File: src/rtl/dl_stream_demux2_if.sv
// Stream bundle for the 1-to-2 demultiplexer: one valid/ready input stream
// with a per-beat destination select, and two valid/ready output streams.
//   in_valid/in_ready/in_data/in_sel     : producer side
//   out0_valid/out0_ready/out0_data      : consumer 0
//   out1_valid/out1_ready/out1_data      : consumer 1
// Modports: slave = the demux itself, master = the surrounding environment.
interface dl_stream_demux2_if #(
  parameter int unsigned NUM_BITS = 32
);
  logic                in_valid;
  logic                in_ready;
  logic [NUM_BITS-1:0] in_data;
  logic                in_sel;
  logic                out0_valid;
  logic                out0_ready;
  logic [NUM_BITS-1:0] out0_data;
  logic                out1_valid;
  logic                out1_ready;
  logic [NUM_BITS-1:0] out1_data;

  modport slave (
    input  in_valid, in_data, in_sel, out0_ready, out1_ready,
    output in_ready, out0_valid, out0_data, out1_valid, out1_data
  );

  modport master (
    output in_valid, in_data, in_sel, out0_ready, out1_ready,
    input  in_ready, out0_valid, out0_data, out1_valid, out1_data
  );
endinterface

File: src/rtl/dl_stream_demux2.sv
// 1-to-2 stream demultiplexer. Each accepted input beat is steered by in_sel
// into a private 2-entry skid buffer per output, so a stalled consumer only
// blocks beats headed to itself.
// Ports:
//   clk  : clock, rising edge
//   rst  : synchronous active-high reset; clears counts, pointers and entries
//   bus  : dl_stream_demux2_if.slave (input stream + two output streams)
// Optional feature (macro DL_STREAM_DEMUX2_STATS_EN):
//   out0_count/out1_count : 32-bit wrapping counters of completed reads per output
module dl_stream_demux2 #(
  parameter int unsigned NUM_BITS = 32
) (
  input  logic                   clk,
  input  logic                   rst,
  dl_stream_demux2_if.slave      bus
`ifdef DL_STREAM_DEMUX2_STATS_EN
  ,
  output logic [31:0]            out0_count,
  output logic [31:0]            out1_count
`endif
);

  localparam int unsigned NUM_OUTS = 2;
  localparam int unsigned DEPTH    = 2;
  localparam int unsigned CNT_W    = 2;

  logic [NUM_BITS-1:0] entry_q [NUM_OUTS][DEPTH];
  logic [NUM_BITS-1:0] entry_d [NUM_OUTS][DEPTH];
  logic [NUM_OUTS-1:0] wp_q, wp_d;
  logic [NUM_OUTS-1:0] rp_q, rp_d;
  logic [CNT_W-1:0]    cnt_q [NUM_OUTS];
  logic [CNT_W-1:0]    cnt_d [NUM_OUTS];

  logic                in_ready_c;
  logic [NUM_OUTS-1:0] out_ready_c;
  logic [NUM_OUTS-1:0] out_valid_c;
  logic [NUM_OUTS-1:0] wr_c;
  logic [NUM_OUTS-1:0] rd_c;

  // Handshake decode; in_ready looks only at the selected buffer's registered
  // count, never at consumer ready, so there is no ready path through the demux.
  always_comb begin
    out_ready_c = {bus.out1_ready, bus.out0_ready};
    in_ready_c  = bus.in_sel ? (cnt_q[1] < CNT_W'(DEPTH)) : (cnt_q[0] < CNT_W'(DEPTH));
    out_valid_c = '0;
    wr_c        = '0;
    rd_c        = '0;
    for (int k = 0; k < int'(NUM_OUTS); k++) begin
      out_valid_c[k] = (cnt_q[k] != '0);
      wr_c[k]        = bus.in_valid && in_ready_c && (bus.in_sel == 1'(k));
      rd_c[k]        = out_valid_c[k] && out_ready_c[k];
    end
  end

  // Next-state for both skid buffers.
  always_comb begin
    entry_d = entry_q;
    wp_d    = wp_q;
    rp_d    = rp_q;
    cnt_d   = cnt_q;
    for (int k = 0; k < int'(NUM_OUTS); k++) begin
      if (wr_c[k]) begin
        entry_d[k][wp_q[k]] = bus.in_data;
        wp_d[k]             = ~wp_q[k];
      end
      if (rd_c[k]) begin
        rp_d[k] = ~rp_q[k];
      end
      // Simultaneous write and read leaves the count unchanged.
      cnt_d[k] = cnt_q[k] + CNT_W'(wr_c[k]) - CNT_W'(rd_c[k]);
    end
  end

  // Buffer state registers.
  always_ff @(posedge clk) begin
    if (rst) begin
      for (int k = 0; k < int'(NUM_OUTS); k++) begin
        for (int e = 0; e < int'(DEPTH); e++) begin
          entry_q[k][e] <= '0;
        end
        cnt_q[k] <= '0;
      end
      wp_q <= '0;
      rp_q <= '0;
    end else begin
      entry_q <= entry_d;
      wp_q    <= wp_d;
      rp_q    <= rp_d;
      cnt_q   <= cnt_d;
    end
  end

  assign bus.in_ready   = in_ready_c;
  assign bus.out0_valid = out_valid_c[0];
  assign bus.out1_valid = out_valid_c[1];
  assign bus.out0_data  = entry_q[0][rp_q[0]];
  assign bus.out1_data  = entry_q[1][rp_q[1]];

`ifdef DL_STREAM_DEMUX2_STATS_EN
  localparam int unsigned STAT_W = 32;

  logic [STAT_W-1:0] stat_q [NUM_OUTS];
  logic [STAT_W-1:0] stat_d [NUM_OUTS];

  // Completed-read counters; wrap naturally at 2^32.
  always_comb begin
    stat_d = stat_q;
    for (int k = 0; k < int'(NUM_OUTS); k++) begin
      stat_d[k] = stat_q[k] + STAT_W'(rd_c[k]);
    end
  end

  always_ff @(posedge clk) begin
    if (rst) begin
      for (int k = 0; k < int'(NUM_OUTS); k++) begin
        stat_q[k] <= '0;
      end
    end else begin
      stat_q <= stat_d;
    end
  end

  assign out0_count = stat_q[0];
  assign out1_count = stat_q[1];
`endif

endmodule

File: src/flat_wrapper.sv
// flat-port wrapper written by rule: the top's interface ports become plain ports
module dl_stream_demux2_flat 
#(
  parameter int unsigned NUM_BITS = 32
)
  (clk, rst, bus_in_valid, bus_in_data, bus_in_sel, bus_out0_ready, bus_out1_ready, bus_in_ready, bus_out0_valid, bus_out0_data, bus_out1_valid, bus_out1_data);
  dl_stream_demux2_if #(.NUM_BITS(NUM_BITS)) bus_i ();
  input  logic clk;
  input  logic rst;
  input wire logic [$bits(bus_i.in_valid)-1:0] bus_in_valid;
  input wire logic [$bits(bus_i.in_data)-1:0] bus_in_data;
  input wire logic [$bits(bus_i.in_sel)-1:0] bus_in_sel;
  input wire logic [$bits(bus_i.out0_ready)-1:0] bus_out0_ready;
  input wire logic [$bits(bus_i.out1_ready)-1:0] bus_out1_ready;
  output wire logic [$bits(bus_i.in_ready)-1:0] bus_in_ready;
  output wire logic [$bits(bus_i.out0_valid)-1:0] bus_out0_valid;
  output wire logic [$bits(bus_i.out0_data)-1:0] bus_out0_data;
  output wire logic [$bits(bus_i.out1_valid)-1:0] bus_out1_valid;
  output wire logic [$bits(bus_i.out1_data)-1:0] bus_out1_data;
  assign bus_i.in_valid = bus_in_valid;
  assign bus_i.in_data = bus_in_data;
  assign bus_i.in_sel = bus_in_sel;
  assign bus_i.out0_ready = bus_out0_ready;
  assign bus_i.out1_ready = bus_out1_ready;
  assign bus_in_ready = bus_i.in_ready;
  assign bus_out0_valid = bus_i.out0_valid;
  assign bus_out0_data = bus_i.out0_data;
  assign bus_out1_valid = bus_i.out1_valid;
  assign bus_out1_data = bus_i.out1_data;
  dl_stream_demux2 #(.NUM_BITS(NUM_BITS)) u_core (.clk(clk), .rst(rst), .bus(bus_i));
endmodule
File: config.mk
export PLATFORM = sky130hd
export DESIGN_NAME = dl_stream_demux2_flat
export DESIGN_NICKNAME = d
export VERILOG_FILES = /design/src/rtl/dl_stream_demux2_if.sv /design/src/rtl/dl_stream_demux2.sv /design/src/flat_wrapper.sv
export SDC_FILE = /design/constraint.sdc
export NUM_CORES = 1
export LEC_CHECK = 0
export BUFFER_PORTS_ARGS = -buffer_cell sky130_fd_sc_hd__buf_2
export CAP_MARGIN = 15
export CORE_AREA = 2 2 151 116
export DETAILED_ROUTE_END_ITERATION = 8
export DIE_AREA = 0 0 153 118
export SETUP_SLACK_MARGIN = 0.5
export SLEW_MARGIN = 40
export SYNTH_ARGS = -nofsm -noshare
export SYNTH_HDL_FRONTEND = slang
export SYNTH_SLANG_ARGS = --single-unit
File: constraint.sdc
create_clock -name clk -period 2.75 [get_ports clk]
set_clock_uncertainty 0.05 [all_clocks]
set_input_delay 0.6875 -clock clk [delete_from_list [all_inputs] [get_ports clk]]
set_output_delay 0.6875 -clock clk [all_outputs]
set_load 0.05 [all_outputs]
==> results of run 1 <==
[power by group]
part           leakage [uW]  switching [uW]  internal (uW)
logic               0.00142            1140            729
clock network      0.000296             815           1490
registers           0.00111             130           2140
total               0.00283            2080           4350
[metrics by stage]
step           setup slack (ps)  cell area, sq um  utilization
6_report                  472.1              7258       0.4380
4_1_cts                   460.1              7132       0.4304
3_5_place_dp              546.3              6370       0.3844
5_1_grt                   429.9              7256       0.4379
2_1_floorplan             500.3              5682            -
3_3_place_gp              562.1              6370       0.3844
[worst min-delay path: stages, from the launching register on]
cell and delay (ps):
dfxtp_1 300, nand2_1 50, a21oi_1 50
[layout make-up]
type                    count  area [sq um]
fillers                  1698          9311
flip-flops and latches    136          2730
multi-input cells         485          2654
repair buffers            125         994.7
clock buffers              22         474.2
well taps                 215         269.0
clock inverters             9         122.6
inverters                   3         11.26
diodes                      1         2.502
[placed cells by master (no fill, tap or decap), types with 3 or more instances in the layout]
cell and n:
inv_1 3, clkinv_2 5, buf_4 67, buf_12 8, xnor2_1 4, clkbuf_16 19, buf_6 5, clkbuf_8 3
nand2_1 250, o21a_1 3, buf_2 42, nand2_2 8, bufinv_16 3, mux2_2 64, dfxtp_1 134, a21oi_1 130
nor2_1 5
[state kept, by name, indices dropped and copies added (netlist names)]
signal          cells
u_core.cnt_q        4
u_core.wp_q         2
u_core.rp_q         2
u_core.entry_q    128
[routing by layer]
metal  GRT usage  vias up  share of wire
li1            -     2413              -
met1      0.2402     2148           0.50
met2      0.2413      106           0.44
met3     0.05228        2          0.054
met4     0.02951        0         0.0018
met5           0        -              0
[timing repair]
item,in CTS,in global routing
resized for setup,54,35
setup endpoints to repair,64,61
buffers inserted,3,1
gates cloned,0,2
[cells in the mapped netlist (2+ instances only)]
master and count:
clkbuf_1 27, nor3b_1 2, nand2_1 250, xnor2_1 4
buf_4 7, dfxtp_1 136, mux2_2 64, nor2_1 5
and4bb_2 2, nand3b_1 2, o21a_1 3, a21oi_1 130
buf_6 4, nand4bb_1 2, nor3_1 2, ha_1 2
buf_2 17, inv_1 3, nand2_2 8
[final timing paths]
path,from,endpoint,slack (ps),cells after the start
worst min-delay path,u_core.entry_q[9],u_core.entry_q[9],400,2
worst max-delay path,u_core.rp_q[0],bus_out0_data[22],470,3
worst max register to register,u_core.wp_q[0],u_core.entry_q[117],1030,4
worst min register to register,u_core.entry_q[9],u_core.entry_q[9],400,2
[cells by family (layout without fill, tap and decap cells)]
family                     Yosys count  in the layout
xor gates and xnor gates             5              5
other                                0              1
and+or+nand+nor                    279            279
buffers and inverters               59            159
DFF                                136            136
AOI/OAI and AO/OA                  134            134
muxes                               65             65
adders and majority gates            2              2
==> results.py, run 1 <==
metrics = {
    "timing": {
        "final_max_slew_viol_count": 0,
        "max_freq_mhz": 439.0,
        "timing.final.crit_period_ps": 2278,
        "relSlewSlack": 0.6591,
        "finalHoldViolCount": 0,
        "setup_tns_ps": 0,
        "post-route-period-util": 0.8283,
        "rsz0062_at_grt": "true",
        "max_slew.worst_pin.slew_ps": 511.3,
        "timing.hold.ws_ps": 399.5,
        "finalSetupViolCount": 0,
    },
    "min_path": {
        "hold_path_class": "flop to flop",
    },
    "route": {
        "drc": 0,
        "wl_mm": 14.94,
        "routedWlPerCell_um": 15.00,
        "dr.pass1.iters": 4,
        "via_count": 4669,
        "drtAntennaViolNets": 0,
        "post_drt_via_cell_ratio": 4.688,
        "drtIter0Drc": 280,
    },
    "grt": {
        "antenna_found_initial": 1,
        "grt_pass1_vias": 4454,
        "grt_util_all_layers": 0.1652,
        "grt_start_max_net_pins": 51,
        "grt_first_pass_wirelength_mm": 23.84,
        "grt_overflow_total": 0,
    },
    "clocking": {
        "cts_tree": "yes",
        "numCtsBuffers": 17,
        "holdBufCountCts": 0,
        "cts.sinks": 136,
        "clock_latency_ps": 400,
        "clockBufferDepth": 2,
        "root_buffer": "clkbuf_16",
        "path_clk_slew_ps": 60,
        "htree_levels": 4,
    },
    "synth": {
        "synth-compound-area-share": 0.1199,
        "synth-adder-area-share": 0.004407,
        "yosysTopAreaCell": "dfxtp_1",
        "synth_area_leaders": "dfxtp_1, nand2_1, mux2_2",
        "netlist_area_sq_um": 5678,
        "synth_top_area_frac": 0.4795,
        "synthFlopType": "dfxtp_1",
        "synth_nets": 720,
        "synthArstFlopShare": 0,
        "yosys.area_share.simple": 0.2043,
        "synth_top_family_by_area": "simple AND/OR/NAND/NOR gates",
        "ys_warn_count": 0,
        "post_synth_xor_area_fraction": 0.007713,
        "synth-seq-area-share": 0.4795,
        "ys_types": 29,
        "synth_edf_count": 0,
        "syn-instance-count": 680,
        "synth_mux_area_frac": 0.1287,
        "postSynthAreaPerCell_sq_um": 8.350,
        "ys_ff_latch": 136,
    },
    "place": {
        "hpwl_mm": 9.496,
        "gp_congestion": 0.7127,
        "dpl.cell_count": 958,
        "io_buffers": 104,
    },
    "setup_path": {
        "cp_num_buf_inv": 2,
        "critPathLaunchType": "flop",
        "end_kind": "output pin",
        "critPathTopFamily": "flip-flops",
        "cp_cell_sequence": "clkbuf_16 > mux2_2 > buf_4",
        "crit_type": "flop to output pin",
        "slowest_stage": "dfxtp_4",
        "critical-path-max-stage-delay_ps": 400,
        "crit_required_ps": 2010,
        "crit_fanout": 10,
        "critPathArrivalTime_ps": 1540,
    },
    "floorplanning": {
        "fp.dieH_um": 118,
        "rows": 41,
        "core_area_sq_um": 16570,
        "initial_utilization": 0.3427,
        "die_w_um": 153,
        "io_pins": 105,
        "dieArea_sq_um": 18050,
    },
    "power": {
        "powerDensity_nw_per_um2": 886.6,
        "p_leak_uw": 0.002825,
        "finalPower_uw": 6435,
        "ir_worst_vdd_mv": 0.4152,
    },
    "status": {
        "outcome": "finished clean",
    },
    "layout": {
        "nets": 808,
        "fin_cells": 996,
        "area_delta_synth_final_pct": 27.83,
        "final_layout_size_suffix_gt1_frac": 0.3038,
    },
    "run": {
        "drv_cap": 0,
    },
}
No activity file was read; power rests on OpenSTA's default activity.
==> run 2, diff against run 1 <==
--- a/config.mk
+++ b/config.mk
@@ -5,11 +5,12 @@
 export SDC_FILE = /design/constraint.sdc
 export NUM_CORES = 1
 export LEC_CHECK = 0
+export ABC_AREA = 1
 export BUFFER_PORTS_ARGS = -buffer_cell sky130_fd_sc_hd__buf_2
 export CAP_MARGIN = 15
-export CORE_AREA = 2 2 151 116
+export CORE_AREA = 2 2 157 121
 export DETAILED_ROUTE_END_ITERATION = 8
-export DIE_AREA = 0 0 153 118
+export DIE_AREA = 0 0 159 123
 export SETUP_SLACK_MARGIN = 0.5
 export SLEW_MARGIN = 40
 export SYNTH_ARGS = -nofsm -noshare
==> constraint.sdc (replaced) <==
create_clock -name clk -period 1.85 [get_ports clk]
set_clock_uncertainty 0.05 [all_clocks]
set_input_delay 0.4625 -clock clk [delete_from_list [all_inputs] [get_ports clk]]
set_output_delay 0.4625 -clock clk [all_outputs]
set_load 0.05 [all_outputs]
==> run 2 against run 1 <==
Against the previous run: the flow now finishes with violations (negative setup slack); final cell count rose by 35%; largest cell class is now multi-input gates; power grew 89%; first-iteration DRC count up 56%; synthesized area grew 9.6%; clock power grew 43%; critical endpoint is now bus_out0_data[24]; clock-buffer cell count grew 1; non-clock buffer count grew 49; sequential power rose by 55%; combinational power grew to 2.9 times the previous value; sequential share of layout area shrank 10 points; via count is 35% higher.
==> results.py, run 2 <==
metrics = {
    "grt": {
        "antenna_found_initial": 0,
        "grt_overflow_total": 0,
        "grt_pass1_vias": 5512,
        "grt_util_all_layers": 0.1936,
        "grt_first_pass_wirelength_mm": 29.67,
        "grt_start_max_net_pins": 90,
    },
    "setup_path": {
        "rr_worst_depth": 8,
        "critPathLaunchType": "flop",
        "r2r_end": "u_core.entry_q[22]",
        "endpoint": "bus_out0_data[24]",
        "end_kind": "output pin",
        "r2r_slack_ps": 220,
        "r2r_start": "u_core.cnt_q[1]",
        "crit_required_ps": 1340,
        "crit_fanout": 8,
        "crit_type": "flop to output pin",
        "startpoint": "u_core.rp_q[0]",
        "critPathArrivalTime_ps": 1450,
    },
    "clocking": {
        "clock_latency_ps": 420,
        "holdBufCountCts": 0,
        "htree_levels": 4,
        "numCtsBuffers": 17,
        "clockBufferDepth": 2,
        "cts_tree": "yes",
        "path_clk_slew_ps": 60,
        "root_buffer": "clkbuf_16",
        "cts.sinks": 136,
    },
    "layout": {
        "seqCellArea_sq_um": 2738,
        "layout_common_cells": "nand2_1, nor2_1, dfxtp_1",
        "reg_top3": "u_core.entry_q: 128 flops, u_core.cnt_q: 4 flops",
        "multiInputGateArea_sq_um": 4031,
        "fin_cells": 1345,
        "largest_reg_flops": 128,
        "nets": 1125,
        "final_layout_size_suffix_gt1_frac": 0.3752,
        "area_delta_synth_final_pct": 62.17,
        "antenna_cells": 0,
        "final_common_cell": "nand2_1",
        "num-fill-cells": 1655,
        "fin_area_sq_um": 10090,
        "top_register": "u_core.entry_q",
        "utilization": 0.5581,
    },
    "synth": {
        "synth_area_leaders": "dfxtp_1, nand2_1, nor2_1",
        "yosys-top-cells-count": "nand2_1, nor2_1, dfxtp_1, inv_1, nand4_1",
        "synth_top_area_frac": 0.4377,
        "netlist_area_sq_um": 6221,
        "synth_most_common_cell": "nand2_1",
        "yosysTopAreaCell": "dfxtp_1",
        "synthFlopType": "dfxtp_1",
        "postSynthAreaPerCell_sq_um": 6.473,
        "ys_ff_latch": 136,
        "synthArstFlopShare": 0,
        "ys_warn_count": 0,
        "ys_types": 21,
        "syn-instance-count": 961,
        "synth-seq-area-share": 0.4377,
        "synth_nets": 1001,
        "synth_edf_count": 0,
    },
    "power": {
        "pwr-share-seq": 0.289,
        "ir_worst_vdd_mv": 0.7530,
        "p_leak_uw": 0.004579,
        "clkPwrFrac": 0.271,
        "power_switching_uw": 4715,
        "swShare": 0.3877,
        "powerDensity_nw_per_um2": 1206,
        "combPwrFrac": 0.441,
        "p_int_uw": 7448,
    },
    "place": {
        "place_area_sq_um": 7834,
        "hpwl_mm": 12.02,
        "place_ws_ps": 110.1,
        "dpl.cell_count": 1274,
        "gp_congestion": 0.7868,
        "io_buffers": 104,
    },
    "route": {
        "post_drt_via_cell_ratio": 4.694,
        "wl_mm": 20.91,
        "drtIter0Drc": 437,
        "drtAntennaViolNets": 0,
        "dr.pass1.iters": 5,
        "via_count": 6313,
        "routedWlPerCell_um": 15.55,
        "drc": 0,
    },
    "floorplanning": {
        "rows": 43,
        "fp.dieH_um": 123,
        "initial_utilization": 0.3441,
        "die_w_um": 159,
        "io_pins": 105,
        "dieArea_sq_um": 19560,
        "core_area_sq_um": 18080,
    },
    "min_path": {
        "hold_path_class": "input port to flop",
    },
    "timing": {
        "max_freq_mhz": 509.3,
        "timing.final.crit_period_ps": 1963,
        "relSlewSlack": 0.6930,
        "post-route-period-util": 1.061,
        "final_critical_path_setup_slack_ps": -113.3,
        "timing.hold.ws_ps": 276.8,
        "finalSetupViolCount": 63,
        "finalHoldViolCount": 0,
        "rsz0062_at_grt": "true",
        "max_slew.worst_pin.slew_ps": 460.4,
        "final_max_slew_viol_count": 0,
    },
    "status": {
        "outcome": "finished with violations",
        "violations": "negative setup slack",
    },
    "run": {
        "drv_cap": 0,
    },
}
## run 2: cell count changes in the layout (fill, tap and decap cells not counted), moves of 9 or more
cell | before | now
nand2_1 | 250 | 180
nor2_2 | 0 | 33
nand4_1 | 0 | 66
buf_8 | 1 | 16
clkbuf_16 | 19 | 28
a21oi_1 | 130 | 35
nand2_2 | 8 | 62
inv_1 | 3 | 99
nand2_4 | 0 | 28
nor2_1 | 5 | 165
buf_6 | 5 | 68
buf_4 | 67 | 24
o21ai_4 | 0 | 61
mux2_2 | 64 | 0
## run 2: power by group through the flow
| stage | combinational (uW) | sequential, uW | clock, uW |
|---|---|---|---|
| after floorplan | 3150 | 3440 | 0 |
| after global placement | 3860 | 3510 | 0 |
| after detailed placement | 3880 | 3510 | 0 |
| after CTS | 4640 | 3470 | 3330 |
| after global routing | 5710 | 3540 | 3470 |
| final | 5360 | 3510 | 3290 |
## run 2: what timing repair did
action | CTS | global route
endpoints found under the setup margin | 79 | 156
hold endpoints to repair | 0 | 0
setup buffers | 9 | 13
gates cloned | 0 | 17
gates resized for setup | 227 | 133
pin swaps | 27 | 51
## run 2: logic make-up (layout without fill, tap and decap cells)
family                     count (synthesis)  in the layout  share of synthesized area
buffers and inverters                    174            311                     0.1136
AOI/OAI and AO/OA                        102            102                    0.08286
xor gates and xnor gates                   2              2                   0.002816
adders and majority gates                  2              2                   0.004022
DFF                                      136            136                     0.4377
and+or+nand+nor                          545            545                     0.3590
## run 2: worst min path at each step
stage / start / endpoint / slack, ps / depth (start not counted)
final: bus_in_data[6] / u_core.entry_q[6] / 280 / 3
after global routing: bus_in_data[6] / u_core.entry_q[6] / 270 / 3
after CTS: bus_in_data[6] / u_core.entry_q[6] / 270 / 3
after detailed placement: u_core.entry_q[70] / u_core.entry_q[70] / 410 / 2
after global placement: u_core.entry_q[68] / u_core.entry_q[68] / 400 / 2
after floorplan: u_core.entry_q[85] / u_core.entry_q[85] / 390 / 2
## run 2: stage by stage
| step | power [uW] | TNS, ps |
|---|---|---|
| 5_1_grt | 12730 | -7846 |
| 3_5_place_dp | 7393 | 0 |
| 6_report | 12160 | -4400 |
| 2_1_floorplan | 6592 | 0 |
| 4_1_cts | 11440 | -5715 |
| 3_3_place_gp | 7373 | 0 |
## run 2: worst max-delay path: stages (launching register included)
cell	delay, ps
dfxtp_4	410
buf_6	160
buf_6	120
o21ai_4	150
buf_6	180
## run 2: area by class of cell
type,instances,share of cell area
Multi-Input combinational cell,651,0.3996
Sequential cell,136,0.2714
Timing Repair Buffer,174,0.2012
Clock buffer,23,0.04539
Inverter,105,0.04192
Tap cell,247,0.03063
Clock inverter,9,0.009922
## run 2: per-layer routing
layer | global-route usage | share of wire
met3 | 0.04998 | 0.059
met5 | 0 | 0
met4 | 0.05852 | 0.012
met1 | 0.2758 | 0.48
met2 | 0.2878 | 0.45
==> run 3, diff against run 2 <==
--- a/config.mk
+++ b/config.mk
@@ -9,6 +9,7 @@
 export BUFFER_PORTS_ARGS = -buffer_cell sky130_fd_sc_hd__buf_2
 export CAP_MARGIN = 15
 export CORE_AREA = 2 2 157 121
+export CTS_BUF_LIST = sky130_fd_sc_hd__clkbuf_8
 export DETAILED_ROUTE_END_ITERATION = 8
 export DIE_AREA = 0 0 159 123
 export SETUP_SLACK_MARGIN = 0.5
==> run 3 against run 2 <==
Against the previous run: the flow still finishes with violations (negative setup slack); via count shrank 1.0%; sequential power barely moved; final cell count shrank 0.37%; combinational power barely moved; critical endpoint is now bus_out1_data[15].
==> results.py, run 3 (synthesis gave the netlist of run 2 again) <==
metrics = {
    "floorplanning": {
        "core_area_sq_um": 18080,
        "die_w_um": 159,
        "fp.dieH_um": 123,
        "initial_utilization": 0.3441,
        "dieArea_sq_um": 19560,
        "rows": 43,
        "io_pins": 105,
    },
    "setup_path": {
        "cp_cell_sequence": "inv_8 > clkbuf_16 > o21ai_4 > buf_6",
        "critPathArrivalTime_ps": 1520,
        "crit_type": "flop to output pin",
        "end_kind": "output pin",
        "critPathLaunchType": "flop",
        "slowest_stage": "dfxtp_2",
        "crit_fanout": 10,
        "crit_required_ps": 1340,
        "critical-path-max-stage-delay_ps": 390,
        "cp_num_buf_inv": 3,
        "critPathTopFamily": "buffers and inverters",
    },
    "min_path": {
        "hold_path_class": "input port to flop",
    },
    "layout": {
        "final_common_cell": "nand2_1",
        "fin_area_sq_um": 9901,
        "reg_top3": "u_core.entry_q: 128 flops, u_core.cnt_q: 4 flops",
        "largest_reg_flops": 128,
        "area_delta_synth_final_pct": 59.15,
        "top_register": "u_core.entry_q",
        "layout_common_cells": "nand2_1, nor2_1, dfxtp_1",
        "antenna_cells": 0,
        "nets": 1120,
        "final_layout_size_suffix_gt1_frac": 0.3568,
    },
    "route": {
        "via_count": 6247,
        "routedWlPerCell_um": 15.07,
        "drc": 0,
        "drtIter0Drc": 392,
        "wl_mm": 20.19,
        "drtAntennaViolNets": 0,
        "post_drt_via_cell_ratio": 4.662,
        "dr.pass1.iters": 5,
    },
    "timing": {
        "final_critical_path_setup_slack_ps": -179.4,
        "max_slew.worst_pin.slew_ps": 450.6,
        "finalSetupViolCount": 64,
        "rsz0062_at_grt": "true",
        "relSlewSlack": 0.6996,
        "timing.hold.ws_ps": 240.1,
        "setup_tns_ps": -7478,
        "timing.final.crit_period_ps": 2029,
        "finalHoldViolCount": 0,
        "post-route-period-util": 1.097,
        "final_max_slew_viol_count": 0,
        "max_freq_mhz": 492.8,
    },
    "place": {
        "gp_congestion": 0.7868,
        "hpwl_mm": 12.02,
        "io_buffers": 104,
        "place_area_sq_um": 7834,
        "place_ws_ps": 110.1,
    },
    "power": {
        "p_leak_uw": 0.004493,
        "powerDensity_nw_per_um2": 1135,
        "finalPower_uw": 11230,
        "ir_worst_vdd_mv": 0.5050,
    },
    "grt": {
        "grt_start_max_net_pins": 90,
        "grt_util_all_layers": 0.1901,
        "antenna_found_initial": 0,
        "grt_overflow_total": 0,
        "grt_pass1_vias": 5415,
        "grt_first_pass_wirelength_mm": 29.21,
    },
    "clocking": {
        "htree_levels": 4,
        "clockBufferDepth": 2,
        "cts_tree": "yes",
        "root_buffer": "clkbuf_8",
        "path_clk_slew_ps": 70,
        "clock_latency_ps": 450,
        "numCtsBuffers": 17,
        "cts.sinks": 136,
    },
    "status": {
        "outcome": "finished with violations",
        "violations": "negative setup slack",
    },
    "run": {
        "drv_cap": 0,
    },
}
## run 3: changes by cell type in the layout (fill, tap and decap cells not counted), sizes merged
| cell | change |
|---|---|
| inv | +5 |
| clkbuf | -5 |
| buf | -5 |
## run 3: power by group
group,switching [uW],internal (uW)
sequential,242,3270
clock,1160,1190
combinational,3190,2180
## run 3: layout make-up
| cell class | count | area, sq um |
|---|---|---|
| Clock buffer | 18 | 247.7 |
| Clock inverter | 14 | 118.9 |
| Fill cell | 1660 | 8177 |
| Inverter | 105 | 420.4 |
| Multi-Input combinational cell | 651 | 4079 |
| Sequential cell | 136 | 2735 |
| Tap cell | 247 | 309.0 |
| Timing Repair Buffer | 169 | 1991 |
## run 3: path summary, 6_finish.rpt
path / start / endpoint / slack [ps] / cells after the start
setup / recovery: u_core.rp_q[1] / bus_out1_data[15] / -180 / 4
hold / removal: bus_in_data[6] / u_core.entry_q[6] / 240 / 3
setup reg to reg: u_core.cnt_q[1] / u_core.entry_q[10] / 310 / 10
hold reg to reg: u_core.entry_q[73] / u_core.entry_q[73] / 410 / 2
## run 3: per-layer routing
metal / vias to the layer above / GRT usage / share of wire
met5: - / 0 / 0
met4: 0 / 0.06193 / 0.014
met3: 19 / 0.04696 / 0.059
met2: 129 / 0.2791 / 0.44
met1: 2879 / 0.2732 / 0.48
li1: 3220 / - / -
## run 3: metrics by stage
step	utilization	instances
after floorplan	-	961
after CTS	0.4899	1312
after global placement	0.4333	1274
final	0.5477	1340
after detailed placement	0.4333	1274
after global routing	0.5477	1340
## run 3: tightest hold or removal path: stages
cell	delay (ps)
buf_2	120
nor2_1	50
nor2_1	70
## run 3: timing repair
item | CTS | global route
endpoints found under the setup margin | 79 | 129
hold buffers | 0 | 0
gates cloned | 0 | 14
resized for setup | 197 | 161
setup buffers | 6 | 14
pin swaps | 8 | 59
